[config.mk]
export PLATFORM = sky130hd
export DESIGN_NAME = ffstdp_update_pipe
export DESIGN_NICKNAME = d
export VERILOG_FILES = /design/src/rtl/ffstdp_update_pipe.sv
export SDC_FILE = /design/constraint.sdc
export NUM_CORES = 1
export LEC_CHECK = 0
export CORE_ASPECT_RATIO = 1.4
export CORE_MARGIN = 2
export CORE_UTILIZATION = 58
export DETAILED_ROUTE_END_ITERATION = 8
export HOLD_SLACK_MARGIN = 0.12
export PLACE_DENSITY_LB_ADDON = 0.05
export SLEW_MARGIN = 20
export SYNTH_ARGS = -nofsm -noshare
export SYNTH_HDL_FRONTEND = slang
export SYNTH_SLANG_ARGS = --single-unit
[constraint.sdc]
create_clock -name clk -period 7.1 [get_ports clk]
set_clock_uncertainty 0.05 [all_clocks]
set_input_delay 1.42 -clock clk [delete_from_list [all_inputs] [get_ports clk]]
set_output_delay 1.42 -clock clk [all_outputs]
set_load 0.01 [all_outputs]
[src/rtl/ffstdp_update_pipe.sv]
// Multi-lane, 3-stage FF-STDP synapse update pipe between synaptic SRAM read and write-back.
// Optional saturation counter output sat_cnt_o is built when FFSTDP_SAT_CNT_EN is defined.
module ffstdp_update_pipe #(
  parameter int NUM_LANES    = 4,
  parameter int T_STEPS      = 8,
  parameter int WEIGHT_WIDTH = 8,
  parameter int GRAD_WIDTH   = 8,
  parameter int GOOD_WIDTH   = 12,
  parameter int GOOD_FRAC    = 10,
  parameter int LR_SHIFT     = 2,
  parameter int ADDR_WIDTH   = 10
) (
  input  logic                              clk,
  input  logic                              rst_n,
  input  logic                              in_valid_i,
  output logic                              in_ready_o,
  input  logic [ADDR_WIDTH-1:0]             in_addr_i,
  input  logic [1:0]                        mode_i,
  input  logic                              is_pos_i,
  input  logic [GOOD_WIDTH-1:0]             avg_goodness_i,
  input  logic [NUM_LANES*T_STEPS-1:0]      pre_spikes_i,
  input  logic [NUM_LANES*T_STEPS-1:0]      post_spikes_i,
  input  logic [NUM_LANES*WEIGHT_WIDTH-1:0] wsyn_curr_i,
  input  logic [NUM_LANES*GRAD_WIDTH-1:0]   grad_curr_i,
  output logic                              out_valid_o,
  input  logic                              out_ready_i,
  output logic [ADDR_WIDTH-1:0]             out_addr_o,
  output logic [NUM_LANES*WEIGHT_WIDTH-1:0] wsyn_new_o,
  output logic [NUM_LANES*GRAD_WIDTH-1:0]   grad_new_o,
  output logic [NUM_LANES-1:0]              sat_flags_o
`ifdef FFSTDP_SAT_CNT_EN
  ,output logic [15:0]                      sat_cnt_o
`endif
);

  localparam int ONE = 1 << GOOD_FRAC;
  localparam int SW  = $clog2(T_STEPS) + 1;
  localparam int CW  = GOOD_FRAC + 1;
  localparam int PW  = SW + CW;
  localparam int SH  = GOOD_FRAC + LR_SHIFT;
  localparam int DW  = (PW + 2 > GRAD_WIDTH + 1) ? PW + 2 : GRAD_WIDTH + 1;
  localparam int WW  = WEIGHT_WIDTH;
  localparam int GW  = GRAD_WIDTH;
  localparam int MW  = (WW > GW) ? WW : GW;
  localparam int NW  = NUM_LANES * WW;
  localparam int NG  = NUM_LANES * GW;

  localparam logic signed [DW-1:0] D_MAX = DW'((1 << (GW - 1)) - 1);
  localparam logic signed [DW-1:0] D_MIN = ~D_MAX;
  localparam logic signed [GW:0]   G_MAX = (GW + 1)'((1 << (GW - 1)) - 1);
  localparam logic signed [GW:0]   G_MIN = ~G_MAX;
  localparam logic signed [MW:0]   W_MAX = (MW + 1)'((1 << (WW - 1)) - 1);
  localparam logic signed [MW:0]   W_MIN = ~W_MAX;

  // Valid/ready: a beat moves on a cycle where valid and ready are both high; every stage
  // advances together when the output register is empty or being drained, otherwise all hold.
  logic adv;
  assign adv        = !out_valid_o | out_ready_i;
  assign in_ready_o = adv;

  logic [CW-1:0]           g_clip;
  logic [NUM_LANES*SW-1:0] sum_d;
  logic [NG-1:0]           d_d;
  logic [NUM_LANES-1:0]    dsat_d;
  logic [NW-1:0]           wsyn_d;
  logic [NG-1:0]           grad_d;
  logic [NUM_LANES-1:0]    flags_d;

  logic                    v1_q, pos1_q;
  logic [ADDR_WIDTH-1:0]   addr1_q;
  logic [1:0]              mode1_q;
  logic [CW-1:0]           g1_q;
  logic [NUM_LANES*SW-1:0] sum1_q;
  logic [NW-1:0]           w1_q;
  logic [NG-1:0]           gr1_q;

  logic                    v2_q;
  logic [ADDR_WIDTH-1:0]   addr2_q;
  logic [1:0]              mode2_q;
  logic [NW-1:0]           w2_q;
  logic [NG-1:0]           gr2_q;
  logic [NG-1:0]           d2_q;
  logic [NUM_LANES-1:0]    dsat2_q;

  always_comb begin
    if (32'(avg_goodness_i) > ONE) g_clip = CW'(ONE);
    else                           g_clip = CW'(avg_goodness_i);
  end

  for (genvar i = 0; i < NUM_LANES; i++) begin : g_lane
    logic [CW-1:0]          coef;
    logic [PW-1:0]          prod;
    logic signed [DW-1:0]   dv;
    logic signed [GW-1:0]   d_c;
    logic                   dsat_c;
    logic signed [WW-1:0]   wi, wn;
    logic signed [GW-1:0]   gi, di, gn;
    logic signed [GW:0]     gsum;
    logic signed [MW:0]     wsum;
    logic                   fl;

    assign sum_d[i*SW +: SW] = SW'($countones(pre_spikes_i[i*T_STEPS +: T_STEPS] &
                                              post_spikes_i[i*T_STEPS +: T_STEPS]));
    assign coef = pos1_q ? g1_q : CW'(ONE) - g1_q;
    assign prod = PW'(sum1_q[i*SW +: SW]) * PW'(coef);

    // Magnitude is truncated before the sign is applied, so negative updates round toward zero.
    always_comb begin
      dv     = pos1_q ? $signed(DW'(prod >> SH)) : -$signed(DW'(prod >> SH));
      dsat_c = 1'b0;
      if (dv > D_MAX) begin
        d_c = D_MAX[GW-1:0]; dsat_c = 1'b1;
      end else if (dv < D_MIN) begin
        d_c = D_MIN[GW-1:0]; dsat_c = 1'b1;
      end else begin
        d_c = dv[GW-1:0];
      end
    end
    assign d_d[i*GW +: GW] = d_c;
    assign dsat_d[i]       = dsat_c;

    assign wi   = w2_q[i*WW +: WW];
    assign gi   = gr2_q[i*GW +: GW];
    assign di   = d2_q[i*GW +: GW];
    assign gsum = (GW + 1)'(gi) + (GW + 1)'(di);
    assign wsum = (MW + 1)'(wi) + (MW + 1)'(gi);

    always_comb begin
      wn = wi;
      gn = gi;
      fl = 1'b0;
      case (mode2_q)
        2'b01: begin
          if (gsum > G_MAX)      begin gn = G_MAX[GW-1:0]; fl = 1'b1; end
          else if (gsum < G_MIN) begin gn = G_MIN[GW-1:0]; fl = 1'b1; end
          else                         gn = gsum[GW-1:0];
          fl = fl | dsat2_q[i];
        end
        2'b10: begin
          gn = '0;
          if (wsum > W_MAX)      begin wn = W_MAX[WW-1:0]; fl = 1'b1; end
          else if (wsum < W_MIN) begin wn = W_MIN[WW-1:0]; fl = 1'b1; end
          else                         wn = wsum[WW-1:0];
        end
        2'b11:   gn = '0;
        default: ;
      endcase
    end
    assign wsyn_d[i*WW +: WW] = wn;
    assign grad_d[i*GW +: GW] = gn;
    assign flags_d[i]         = fl;
  end

  always_ff @(posedge clk or negedge rst_n) begin
    if (!rst_n) begin
      v1_q <= 1'b0; pos1_q <= 1'b0; addr1_q <= '0; mode1_q <= '0;
      g1_q <= '0; sum1_q <= '0; w1_q <= '0; gr1_q <= '0;
    end else if (adv) begin
      v1_q <= in_valid_i;
      if (in_valid_i) begin
        pos1_q  <= is_pos_i;
        addr1_q <= in_addr_i;
        mode1_q <= mode_i;
        g1_q    <= g_clip;
        sum1_q  <= sum_d;
        w1_q    <= wsyn_curr_i;
        gr1_q   <= grad_curr_i;
      end
    end
  end

  always_ff @(posedge clk or negedge rst_n) begin
    if (!rst_n) begin
      v2_q <= 1'b0; addr2_q <= '0; mode2_q <= '0;
      w2_q <= '0; gr2_q <= '0; d2_q <= '0; dsat2_q <= '0;
    end else if (adv) begin
      v2_q <= v1_q;
      if (v1_q) begin
        addr2_q <= addr1_q;
        mode2_q <= mode1_q;
        w2_q    <= w1_q;
        gr2_q   <= gr1_q;
        d2_q    <= d_d;
        dsat2_q <= dsat_d;
      end
    end
  end

  always_ff @(posedge clk or negedge rst_n) begin
    if (!rst_n) begin
      out_valid_o <= 1'b0; out_addr_o <= '0;
      wsyn_new_o  <= '0;   grad_new_o <= '0; sat_flags_o <= '0;
    end else if (adv) begin
      out_valid_o <= v2_q;
      if (v2_q) begin
        out_addr_o  <= addr2_q;
        wsyn_new_o  <= wsyn_d;
        grad_new_o  <= grad_d;
        sat_flags_o <= flags_d;
      end
    end
  end

`ifdef FFSTDP_SAT_CNT_EN
  logic [16:0] cnt_sum;
  assign cnt_sum = {1'b0, sat_cnt_o} + 17'($countones(sat_flags_o));

  always_ff @(posedge clk or negedge rst_n) begin
    if (!rst_n)                         sat_cnt_o <= '0;
    else if (out_valid_o & out_ready_i) sat_cnt_o <= cnt_sum[16] ? 16'hFFFF : cnt_sum[15:0];
  end
`endif

endmodule

# Word-level counts from Yosys, hierarchy flattened
# Index checks and enable logic that the tools add are counted.
[classes]
addsub = 41
multipliers = 4
n_lt_le_gt_ge = 25
eq_ne = 3
muxes = 70
n_bitwise = 9
n_reduce_logical = 5
[ops]
columns = ["op", "count"]
rows = [
  ["two-way mux 8 bit", 28],
  ["adder 8 x 8 -> 9 bit", 8],
  ["> comparator 9 x 8 -> 1 bit (second input constant)", 8],
  ["< comparator 9 x 8 -> 1 bit (second input constant)", 8],
  ["> comparator 17 x 8 -> 1 bit (second input constant)", 4],
  ["< comparator 17 x 8 -> 1 bit (second input constant)", 4],
  ["two-way mux 17 bit", 4],
  ["negation 3 -> 17 bit", 4],
  ["case mux 8 bit (2 select lines)", 4],
  ["multiplier 4 x 11 -> 15 bit", 4],
  ["adder 1 x 1 -> 2 bit", 16],
  ["bitwise AND 8 bit", 4],
  ["two-way mux 1 bit", 28],
  ["adder 2 x 2 -> 3 bit", 8],
  ["two-way mux 11 bit", 2],
  ["adder 3 x 3 -> 4 bit", 4],
  ["> comparator 12 x 11 -> 1 bit (second input constant)", 1],
  ["subtractor 11 bit (first input constant)", 1],
  ["case mux 1 bit (2 select lines)", 4],
  ["AND reduction 2 bit", 3],
  ["OR 1 bit", 5],
  ["equality test 2 bit (second input constant)", 2],
  ["equality test 2 x 1 -> 1 bit (second input constant)", 1],
  ["OR reduction 2 bit", 1],
  ["logical NOT 1 bit", 1],
]
[totals]
reg_bits = 297
input_bits = 157
out_inout_bits = 80
wordCells = 177

# Depth between registers and ports, before layout
[logic_depth]
word_depth = 8
mapped_depth = 26
ltp_nobuf = 24

# Worst setup path before layout
# Ideal clock, no wire load.
[synth_timing]
path_kind = "register to register"
from = "register g1_q[2]"
to = "register d2_q[17]"
setup_ps = 68
t_arrival_ps = 5300
required_ps = 6982
slack_ps = 1683
stages_incl_launch_ff = 25
path_buffers = 2
synth_period_minus_slack_ps = 5417
path_cell_list = "dfrtp_1 > nor3_1 > and3b_1 > a21oi_1 > xnor2_1 > clkbuf_1 > nor2b_1 > fa_1 > inv_1 > fa_1 > inv_1 > ha_1 > a21o_1 > a211oi_1 > a211o_1 > a31oi_1 > or3_1 > nand2_1 > ha_1 > clkbuf_1 > nor2_1 > a32oi_1 > mux2i_1 > a311oi_1 > a32o_1"
[synth_between]
elab_chain_cells = 8
word_cells_on_any_way = 9
cone_classes = "add/sub (2); mul (1); order compare (2); mux (4)"
[synth_rtl]
columns = ["element", "line_no", "text"]
rows = [
  ["start: declaration", "72", "logic [CW-1:0] g1_q;"],
  ["start signal: assignment", "164", "g1_q <= g_clip;"],
  ["subtractor 11 bit", "104", "assign coef = pos1_q ? g1_q : CW'(ONE) - g1_q;"],
  ["two-way mux 11 bit (*)", "104", ""],
  ["multiplier 4 x 11 -> 15 bit (*)", "105", "assign prod = PW'(sum1_q[i*SW +: SW]) * PW'(coef);"],
  ["negation 3 -> 17 bit", "109", "dv = pos1_q ? $signed(DW'(prod >> SH)) : -$signed(DW'(prod >> SH));"],
  ["two-way mux 17 bit (*)", "109", ""],
  ["< comparator 17 x 8 -> 1 bit", "113", "end else if (dv < D_MIN) begin"],
  ["two-way mux 8 bit", "113", ""],
  ["two-way mux 8 bit (*)", "111", "if (dv > D_MAX) begin"],
  ["end signal: assignment", "175", "w2_q <= '0; gr2_q <= '0; d2_q <= '0; dsat2_q <= '0;"],
  ["end signal: assignment", "183", "d2_q <= d_d;"],
  ["end: declaration", "82", "logic [NG-1:0] d2_q;"],
]
# Mark *: on every way between the ends. The rest lies on a longest branch, timed or not.
# A chain may end at the register's enable or synchronous reset.

# Worst setup path after layout
[layout_timing]
from = "register g1_q[0]"
to = "register d2_q[17]"
# Same word-level chain as after synthesis.

==> results.yml <==
run:
  drv_cap: 0
setup_path:
  critPathLaunchType: "register"
  crit_top_cell: "ha_1"
  crit_family: "adder cells"
  crit_buf_inv: 2
  cp.required_ps: 7550
  crit_type: "reg -> reg"
  crit_start: "g1_q[0]$_DFFE_PN0P_"
  path_cells: "inv_1, ha_1, nor2_1, xor2_1, nand2_1, fa_1, fa_1, inv_1, ha_1, and4_1, nand4_1, a2111o_1, a31oi_1, o21ai_0, nand2_1, ha_1, nor2_1, a32oi_1, mux2i_1, a311oi_1, a32o_1"
  end_kind: "register"
  reg2reg_to: "d2_q[17]$_DFFE_PN0P_"
  r2r_slack_ps: 980
  timing.rr.start: "g1_q[0]$_DFFE_PN0P_"
  cp_max_fo: 16
  slowest_delay_ps: 880
  path_depth: 21
  cp_slowest_cell: "xor2_1"
  cp.arrival_ps: 6570
  ff2ff_path_depth: 21
hold_path:
  min-delay-start: "addr1_q[0]$_DFFE_PN0P_"
  hold_path_class: "reg -> reg"
  min_to: "addr2_q[0]$_DFFE_PN0P_"
  min_path_cells: 2
floorplanning:
  fp.dieH_um: 226
  dieArea_um2: 36700
  io_pins: 237
  die_w_um: 163
  coreArea_um2: 34900
  initial_utilization_pct: 58.5
  rows: 81
clock_tree:
  cts-root-buf: "clkbuf_16"
  ctsHtreeMaxLevel: 1
  clock_latency_ps: 580
  clk_path_buf_depth: 3
  cts_tree: "built"
  cts_sinks: 289
  cts.clk_slew.worst_paths_ps: 70
  cts_setup_buffers: 0
  cts_made_buffers: 30
  cts_resized: 0
  cts-hold-fix-buffers: 0
detailed_routing:
  drtPass1Iterations: 6
  postRouteAntennaNets: 0
  vias: 16457
  wl_mm: 49.5
  vias_per_cell: 5.68
  drc: 0
  drtIter0Drc: 973
  wire_per_inst_um: 17.1
yosys:
  syn-cell-area_um2: 20400
  synth_top_area_cell: "dfrtp_1"
  avgSynthCellArea_um2: 9.17
  synthXorXnorAreaFrac_pct: 3.00
  syn_inst: 2226
  yosys_warnings: 0
  synth_top_family_by_area: "adder cells"
  synth_edf_count: 0
  postSynthNetCount: 2627
  yosys-top-cells-count: "nand2_1, dfrtp_1, inv_1"
  synthMuxAreaShare_pct: 5.65
  synth_cell_types: 80
  synthArstFlopShare_pct: 100
  synth-compound-area-share_pct: 13.6
  ys_top_cells_by_area: "dfrtp_1, ha_1, fa_1, nand2_1, mux2_2"
  ys_seq_elements: 289
  seq_area_frac_synth_pct: 35.4
  synth_top_flop_cell: "dfrtp_1"
  yosys.area_share.simple_pct: 18.1
  synth_most_common_cell: "nand2_1"
  synthAdderAreaFrac_pct: 18.9
  synth_top_area_share_pct: 35.4
finish:
  fillCellCount: 2813
  final_nets: 2819
  diodes: 0
  drive_above_1_share_pct: 7.99
  synthToLayoutAreaGrowth_pct: 18.4
grt:
  grt_pass1_vias: 16902
  grt_overflow: 0
  antenna_found_initial: 0
  grt_first_pass_wirelength_mm: 81.9
  grt_max_degree: 124
  grt_usage_pct: 27.5
power:
  p_total_mw: 9.82
  vdd_drop_max_mv: 0.306
  powerDensity_nw_per_um2: 406
  p_leak_nw: 11.6
run_status:
  status: "completed"
sta:
  fin_crit_sh_pct: 86.2
  worst_pin_slew_ps: 1100
  max-slew-margin-rel_pct: 26.1
  setup_viol_count_final: 0
  max_freq_ghz: 0.163
  finalMaxSlewViolations: 0
  hold_viol: 0
  setup_tns_ps: 0
  rsz0062_at_grt: "false"
  fin_crit_ps: 6120
  whs_ps: 410
placed_design:
  dp_hpwl_mm: 36.7
  gp_congestion: 0.896
  io_buffers: 236
routing by layer:
layer | routed length, um | track usage, % | share of wire [%]
met3 | 2480 | 3.25 | 5.0
met5 | 0 | 0 | 0
met2 | 25500 | 50.4 | 51
met4 | 1260 | 7.99 | 2.6
met1 | 20300 | 33.9 | 41
stage by stage:
stage,cells,area [um2],setup WS [ps],util (%)
after floorplan,2226,20400,1680,-
after global placement,2841,23200,1330,66.4
after detailed placement,2841,23200,1090,66.4
after CTS,2895,24100,1040,69.3
after global routing,2896,24200,405,69.3
final,2896,24200,979,69.3
cells in the final DEF (no fill, tap or decap), types with 84 or more instances in the layout:
cell	n
dfrtp_1	289
clkdlybuf4s50_1	235
nor2_1	119
and2_1	122
a21oi_1	96
fa_1	92
mux2_2	84
o21ai_0	108
nand2_1	405
ha_1	151
inv_1	188
logic make-up after synthesis:
group	after synthesis
compound gates	420
flops	289
simple gates	802
buf+inv	286
mux	103
xor+xnor	70
fa+ha+maj	256
final cells by class:
cell class | count | area (um2) | area share (%)
clock buffer | 37 | 818 | 3.38
tap | 456 | 571 | 2.36
clock inverter | 17 | 178 | 0.735
sequential | 289 | 7230 | 29.9
timing repair buffer | 257 | 2540 | 10.5
multi-input combinational | 1651 | 12100 | 50.1
inverter | 189 | 709 | 2.93
how the worst max path moves through the flow:
stage | to | slack, ps
finish | d2_q[17]$_DFFE_PN0P_ | 980
detailed placement | d2_q[17]$_DFFE_PN0P_ | 1090
global placement | d2_q[17]$_DFFE_PN0P_ | 1330
floorplan | d2_q[17]$_DFFE_PN0P_ | 1680
CTS | d2_q[17]$_DFFE_PN0P_ | 1040
global route | d2_q[17]$_DFFE_PN0P_ | 410
sequential cells by signal (all words and copies together), names as in the netlist:
signal       count
addr1_q         10
mode1_q          2
g1_q            11
wsyn_new_o      32
gr1_q           32
v2_q             1
addr2_q         10
dsat2_q          4
grad_new_o      32
sat_flags_o      4
v1_q             1
pos1_q           1
mode2_q          2
w2_q            32
out_addr_o      10
gr2_q           32
w1_q            32
out_valid_o      1
d2_q            24
sum1_q          16
power breakdown:
group	leakage, nW	switching, mW	internal, mW
logic	7.56	2.95	2.38
registers	3.55	0.628	2.27
clock network	0.484	0.673	0.925
total	11.6	4.25	5.58
tightest hold or removal path, cell delays in order, from the launching register on:
cell	delay (ps)
dfrtp_1	340
nand2_1	50
nand2_1	50
Power figures use the tool's default switching activity.
